<file path="src/rtl/led_pattern_pkg.sv">
// Shared encodings for the LED pattern generator: requested/active mode and
// the bounce direction used by the SCAN and BREATHE patterns.
package led_pattern_pkg;

  typedef enum logic [1:0] {
    MODE_COUNT   = 2'd0,
    MODE_SCAN    = 2'd1,
    MODE_BREATHE = 2'd2,
    MODE_HOLD    = 2'd3
  } mode_e;

  typedef enum logic {
    DIR_UP   = 1'b0,
    DIR_DOWN = 1'b1
  } dir_e;

endpackage

</file>
<file path="src/rtl/led_tick_gen.sv">
// Prescaler producing a one-cycle tick every TICK_DIV enabled clkin cycles.
module led_tick_gen #(
  parameter int TICK_DIV = 5000000
) (
  input  logic clkin,
  input  logic reset,
  input  logic enable,
  output logic tick
);

  localparam int PRESC_W = $clog2(TICK_DIV);
  localparam logic [PRESC_W-1:0] PRESC_LAST = PRESC_W'(TICK_DIV - 1);

  logic [PRESC_W-1:0] presc_q;
  logic [PRESC_W-1:0] presc_d;

  always_comb begin
    presc_d = presc_q;
    if (enable) begin
      presc_d = (presc_q == PRESC_LAST) ? '0 : presc_q + PRESC_W'(1);
    end
  end

  always_ff @(posedge clkin or posedge reset) begin
    if (reset) begin
      presc_q <= '0;
    end else begin
      presc_q <= presc_d;
    end
  end

  // Combinational so the pulse drops the instant enable or reset does.
  assign tick = enable && (presc_q == PRESC_LAST);

endmodule

</file>
<file path="src/rtl/led_pattern_gen.sv">
// LED pattern generator: COUNT, SCAN, BREATHE (PWM) and HOLD patterns stepped
// by a prescaled tick, with a registered, optionally inverted LED drive.
module led_pattern_gen
  import led_pattern_pkg::*;
#(
  parameter int NUM_LEDS   = 12,
  parameter int TICK_DIV   = 5000000,
  parameter int PWM_WIDTH  = 8,
  parameter int ACTIVE_LOW = 0
) (
  input  logic                clkin,
  input  logic                reset,
  input  logic                enable,
  input  logic [1:0]          mode,
  input  logic [NUM_LEDS-1:0] pattern_in,
  output logic [NUM_LEDS-1:0] leds,
  output logic                tick
);

  localparam int POS_W = $clog2(NUM_LEDS);
  localparam logic [POS_W-1:0]     POS_LAST = POS_W'(NUM_LEDS - 1);
  localparam logic [PWM_WIDTH-1:0] DUTY_MAX = '1;
  localparam logic [NUM_LEDS-1:0]  LEDS_OFF = (ACTIVE_LOW != 0) ? '1 : '0;

  mode_e                active_mode_q, active_mode_d;
  mode_e                req_mode;
  logic [NUM_LEDS-1:0]  count_q, count_d;
  logic [NUM_LEDS-1:0]  hold_q, hold_d;
  logic [POS_W-1:0]     pos_q, pos_d;
  dir_e                 dir_q, dir_d;
  logic [PWM_WIDTH-1:0] duty_q, duty_d;
  dir_e                 duty_dir_q, duty_dir_d;
  logic [PWM_WIDTH-1:0] pwm_cnt_q, pwm_cnt_d;
  logic [NUM_LEDS-1:0]  pattern;
  logic [NUM_LEDS-1:0]  leds_q, leds_d;

  led_tick_gen #(
    .TICK_DIV(TICK_DIV)
  ) u_tick_gen (
    .clkin (clkin),
    .reset (reset),
    .enable(enable),
    .tick  (tick)
  );

  always_comb begin
    active_mode_d = active_mode_q;
    count_d       = count_q;
    hold_d        = hold_q;
    pos_d         = pos_q;
    dir_d         = dir_q;
    duty_d        = duty_q;
    duty_dir_d    = duty_dir_q;
    pwm_cnt_d     = pwm_cnt_q;
    req_mode      = mode_e'(mode);

    if (enable) begin
      pwm_cnt_d = pwm_cnt_q + PWM_WIDTH'(1);
    end

    if (tick) begin
      // A mode change reloads the new pattern instead of advancing it.
      if (req_mode != active_mode_q) begin
        active_mode_d = req_mode;
        case (req_mode)
          MODE_COUNT:   count_d = '0;
          MODE_SCAN:    begin pos_d = '0; dir_d = DIR_UP; end
          MODE_BREATHE: begin duty_d = '0; duty_dir_d = DIR_UP; end
          default:      hold_d = pattern_in;
        endcase
      end else begin
        case (active_mode_q)
          MODE_COUNT: count_d = count_q + NUM_LEDS'(1);
          MODE_SCAN: begin
            if (dir_q == DIR_UP) begin
              if (pos_q == POS_LAST) begin
                dir_d = DIR_DOWN;
                pos_d = POS_LAST - POS_W'(1);
              end else begin
                pos_d = pos_q + POS_W'(1);
              end
            end else if (pos_q == '0) begin
              dir_d = DIR_UP;
              pos_d = POS_W'(1);
            end else begin
              pos_d = pos_q - POS_W'(1);
            end
          end
          MODE_BREATHE: begin
            if (duty_dir_q == DIR_UP) begin
              if (duty_q == DUTY_MAX) begin
                duty_dir_d = DIR_DOWN;
                duty_d     = DUTY_MAX - PWM_WIDTH'(1);
              end else begin
                duty_d = duty_q + PWM_WIDTH'(1);
              end
            end else if (duty_q == '0) begin
              duty_dir_d = DIR_UP;
              duty_d     = PWM_WIDTH'(1);
            end else begin
              duty_d = duty_q - PWM_WIDTH'(1);
            end
          end
          default: hold_d = pattern_in;
        endcase
      end
    end
  end

  always_comb begin
    pattern = '0;
    case (active_mode_q)
      MODE_COUNT: pattern = count_q;
      MODE_SCAN: begin
        for (int i = 0; i < NUM_LEDS; i++) begin
          pattern[i] = (pos_q == POS_W'(i));
        end
      end
      MODE_BREATHE: pattern = {NUM_LEDS{pwm_cnt_q < duty_q}};
      default:      pattern = hold_q;
    endcase
    leds_d = (ACTIVE_LOW != 0) ? ~pattern : pattern;
  end

  always_ff @(posedge clkin or posedge reset) begin
    if (reset) begin
      active_mode_q <= MODE_COUNT;
      count_q       <= '0;
      hold_q        <= '0;
      pos_q         <= '0;
      dir_q         <= DIR_UP;
      duty_q        <= '0;
      duty_dir_q    <= DIR_UP;
      pwm_cnt_q     <= '0;
      leds_q        <= LEDS_OFF;
    end else begin
      active_mode_q <= active_mode_d;
      count_q       <= count_d;
      hold_q        <= hold_d;
      pos_q         <= pos_d;
      dir_q         <= dir_d;
      duty_q        <= duty_d;
      duty_dir_q    <= duty_dir_d;
      pwm_cnt_q     <= pwm_cnt_d;
      leds_q        <= leds_d;
    end
  end

  assign leds = leds_q;

endmodule

</file>
<file path="config.mk">
export PLATFORM = sky130hd
export DESIGN_NAME = led_pattern_gen
export DESIGN_NICKNAME = d
export VERILOG_FILES = /design/src/rtl/led_pattern_pkg.sv /design/src/rtl/led_tick_gen.sv /design/src/rtl/led_pattern_gen.sv
export SDC_FILE = /design/constraint.sdc
export NUM_CORES = 1
export LEC_CHECK = 0
export BUFFER_PORTS_ARGS = -buffer_cell sky130_fd_sc_hd__buf_4
export CAP_MARGIN = 10
export CELL_PAD_IN_SITES_DETAIL_PLACEMENT = 0
export CELL_PAD_IN_SITES_GLOBAL_PLACEMENT = 1
export CORE_MARGIN = 2
export CORE_UTILIZATION = 49
export CTS_BUF_LIST = sky130_fd_sc_hd__clkbuf_8
export DETAILED_ROUTE_END_ITERATION = 10
export GPL_ROUTABILITY_DRIVEN = 0
export PLACE_DENSITY = 0.86
export REMOVE_ABC_BUFFERS = 1
export SLEW_MARGIN = 5
export SYNTH_ARGS = -nofsm -noshare
export SYNTH_HDL_FRONTEND = slang
export SYNTH_SLANG_ARGS = --single-unit
</file>
<file path="constraint.sdc">
create_clock -name clkin -period 3.1 [get_ports clkin]
set_input_delay 0.155 -clock clkin [delete_from_list [all_inputs] [get_ports clkin]]
set_output_delay 0.155 -clock clkin [all_outputs]
set_load 0.1 [all_outputs]
</file>
==> out/metrics.cfg <==
[status]
run_status=complete, no violations

[yosys]
yosysSeqAreaShare_pct=45.27
synth_edf_count=0
synthArstFlopShare_pct=100.0
synth_area_um2=4588
ys.flop_type=dfrtp_1
synthCells=478
synth-seq-cells=83
syn_avg_cell_area_um2=9.599
ys_warn_count=0
yosysUniqueCellTypes=60

[critical_path]
cp.buffers_inverters=2
cp-end-kind=output port
crit_top_cell=buf_4
r2r_end=count_q[6]
crit_arrival_ns=2.30
slowest_stage=dfrtp_1
crit_path_end=tick
worst-path-stages=6
cp.required_ns=2.94
startpoint_type=flip-flop
worst-path-max-fanout=15
critPathLaunch=u_tick_gen.presc_q[0]
max_stage_delay_ns=0.42
timing.rr.start=u_tick_gen.presc_q[0]
crit_family=simple AND/OR/NAND/NOR gates
r2r.worst_path.cells=7
reg2reg_slack_ns=0.79
critical_path_class=flip-flop to output port
path_cells=ha_1 > nand3_1 > nor4_4 > and2_0 > buf_4 > buf_4

[sta]
drv_slew=0
setup_tns_ns=0
slew_headroom_pct=47.88
finalHoldViolCount=0
fin_skew_ns=0.02050
fin_hold_ws_ns=0.02046
worst_slew_pin_slew_ns=0.7819
fmax_ghz=0.4071
fin_crit_ns=2.456
min_period_over_period_pct=79.24
setup_violations=0
rsz0062_at_grt=no

[floorplanning]
die_x_um=100.8
dieArea_um2=10150
rows=35
die_y_um=100.8
io_pins=30
core_um2=9153
initial_core_util_pct=50.13

[pwr]
p_total_w=0.002508
cellLeakagePower_nw=2.257
power_density_nw_per_um2=490.8
worst_ir_drop_vdd_mv=0.3000

[global_route]
grt_use_total_pct=20.58
grt_pass1_vias=3498
grt_pass1_wl_mm=16.49
antenna_found_initial=0
grt_overflow=0
grt_max_degree=44

[layout]
layout.nets=536
diodes=0
fin_area_um2=5111
final_util_pct=55.84
drive_above_1_share_pct=14.99
area_growth_pct=11.40

[clock_network]
cts_buffer_depth=2
cts_sinks=83
cts_buffers=9
cts_root_buf=clkbuf_8
clock_latency_ns=0.36
cts_setup_buffers=0
h-tree-depth=3
cts.clk_slew.worst_paths_ns=0.09
cts_tree=yes

[detailed_routing]
vias=3615
ant_nets=0
drc=0
drt_iter0_drc=174
dr.pass1.iters=5
avgViaCountPerCell=5.850
wirelength_mm=9.983
wire_per_inst_um=16.15

[placed_design]
hpwl_mm=6.999
placed_area_um2=4898
port_buffers=29

[min_path]
hold_class=input pin to flip-flop

[flow_run]
maxCapViolCount=0

==> kinds of logic (layout without fill, tap and decap cells) <==
family          count (synthesis)  count (layout)  synth area share (%)
simple gates                  182             182                 20.73
compound gates                100             100                 14.81
flops                          83              83                 45.27
buf+inv                        46              75                 4.145
xor+xnor                       32              32                 6.109
mux                            18              18                 4.309
fa+ha+maj                      17              17                 4.636
==> where the power goes <==
part	internal (W)	total (W)	leakage, nW	switching, W
sequential	0.00118	0.00129	1.04	0.000112
combinational	0.000171	0.000410	1.11	0.000239
clock	0.000395	0.000806	0.102	0.000411
total	0.00175	0.00251	2.26	0.000762
==> worst reg2reg max path, delay by kind of cell, from the launching register on <==
family          cells  cell delay (ns)
compound gates      1             0.33
fa+ha+maj           1             0.24
buf+inv             1             0.19
flops               1             0.42
simple gates        4             1.05
==> through the flow <==
step           instances  setup WS, ns
2_1_floorplan        452       -0.3767
4_1_cts              618        0.6186
6_report             618        0.6435
3_5_place_dp         601        0.7698
5_1_grt              618        0.4719
3_3_place_gp         601        0.8776
==> cell type report <==
type                            count  area, um2
Clock inverter                      6      65.06
Fill cell                         803       4041
Timing Repair Buffer               39      295.3
Clock buffer                       10      137.6
Sequential cell                    83       2077
Multi-Input combinational cell    349       2321
Tap cell                          111      138.9
Inverter                           20      76.32
==> placed cells by master, fill, tap and decap left out, drive strengths merged, types with 5 or more instances in the layout <==
cell	instances
nor2	37
ha	17
dfrtp	83
nor4	7
buf	38
a21o	6
nand4	11
inv	19
a311oi	10
nor2b	12
nand3	25
a31oi	17
clkbuf	10
mux2	14
a21oi	5
xor2	12
o21ai	29
clkinv	5
o31ai	6
nand2	52
xnor2	20
nor3	11
==> sequential cells by signal, indices dropped and copies added (netlist names), 2 cells and up <==
signal,cells
leds,12
count_q,12
pos_q,4
u_tick_gen.presc_q,23
pwm_cnt_q,8
active_mode_q,2
duty_q,8
hold_q,12
==> synthesized netlist by cell type, types with 2 or more instances <==
cell / instances / area (um2)
a22oi_1: 4 / 30.03
and3_1: 3 / 18.77
nor4_4: 2 / 42.54
a211oi_1: 4 / 30.03
o211ai_1: 3 / 22.52
nand4b_1: 3 / 26.28
or3_1: 2 / 12.51
a21o_1: 6 / 45.04
mux2_2: 14 / 157.7
nor2_1: 37 / 138.9
clkbuf_1: 20 / 75.07
nor3_1: 11 / 55.05
and2_1: 3 / 18.77
o21ai_0: 29 / 145.1
o31ai_1: 6 / 45.04
inv_1: 20 / 75.07
buf_1: 2 / 7.510
a31oi_1: 17 / 106.4
mux2i_1: 4 / 40.04
xor2_1: 12 / 105.1
a21oi_1: 5 / 25.02
a2bb2oi_1: 2 / 17.52
dfrtp_1: 83 / 2077
xnor2_1: 20 / 175.2
nor4_1: 5 / 31.28
nand2b_1: 4 / 25.02
and4_1: 2 / 17.52
ha_1: 17 / 212.7
nor2b_1: 12 / 75.07
nand4_1: 11 / 68.82
a211o_1: 2 / 17.52
nand2_1: 52 / 195.2
nand3_1: 23 / 115.1
buf_2: 2 / 10.01
buf_6: 2 / 22.52
a311oi_1: 10 / 87.58
==> layer usage <==
layer	track usage (%)	vias to the layer above	wire [um]
met2	34.05	80	4898
li1	-	1769	-
met5	0	-	0
met3	3.190	13	333
met1	26.80	1753	4569
met4	8.851	0	181
==> worst min path at each step <==
stage / depth (start not counted) / slack, ns / to / from
3_3_place_gp: 2 / 0.31 / hold_q[9] / reset
2_1_floorplan: 1 / 0.25 / pwm_cnt_q[0] / enable
4_1_cts: 2 / 0.009 / hold_q[2] / pattern_in[2]
5_1_grt: 2 / 0.008 / hold_q[2] / pattern_in[2]
6_report: 2 / 0.02 / hold_q[2] / pattern_in[2]
3_5_place_dp: 2 / 0.32 / hold_q[10] / reset
==> repair_timing <==
| item | 4_1_cts | 5_1_grt |
|---|---|---|
| hold buffers | 1 | 0 |
| resized for setup | 0 | 0 |
| hold endpoints to repair | 41 | 0 |
Note: power is estimated with default switching activity, not from simulation.
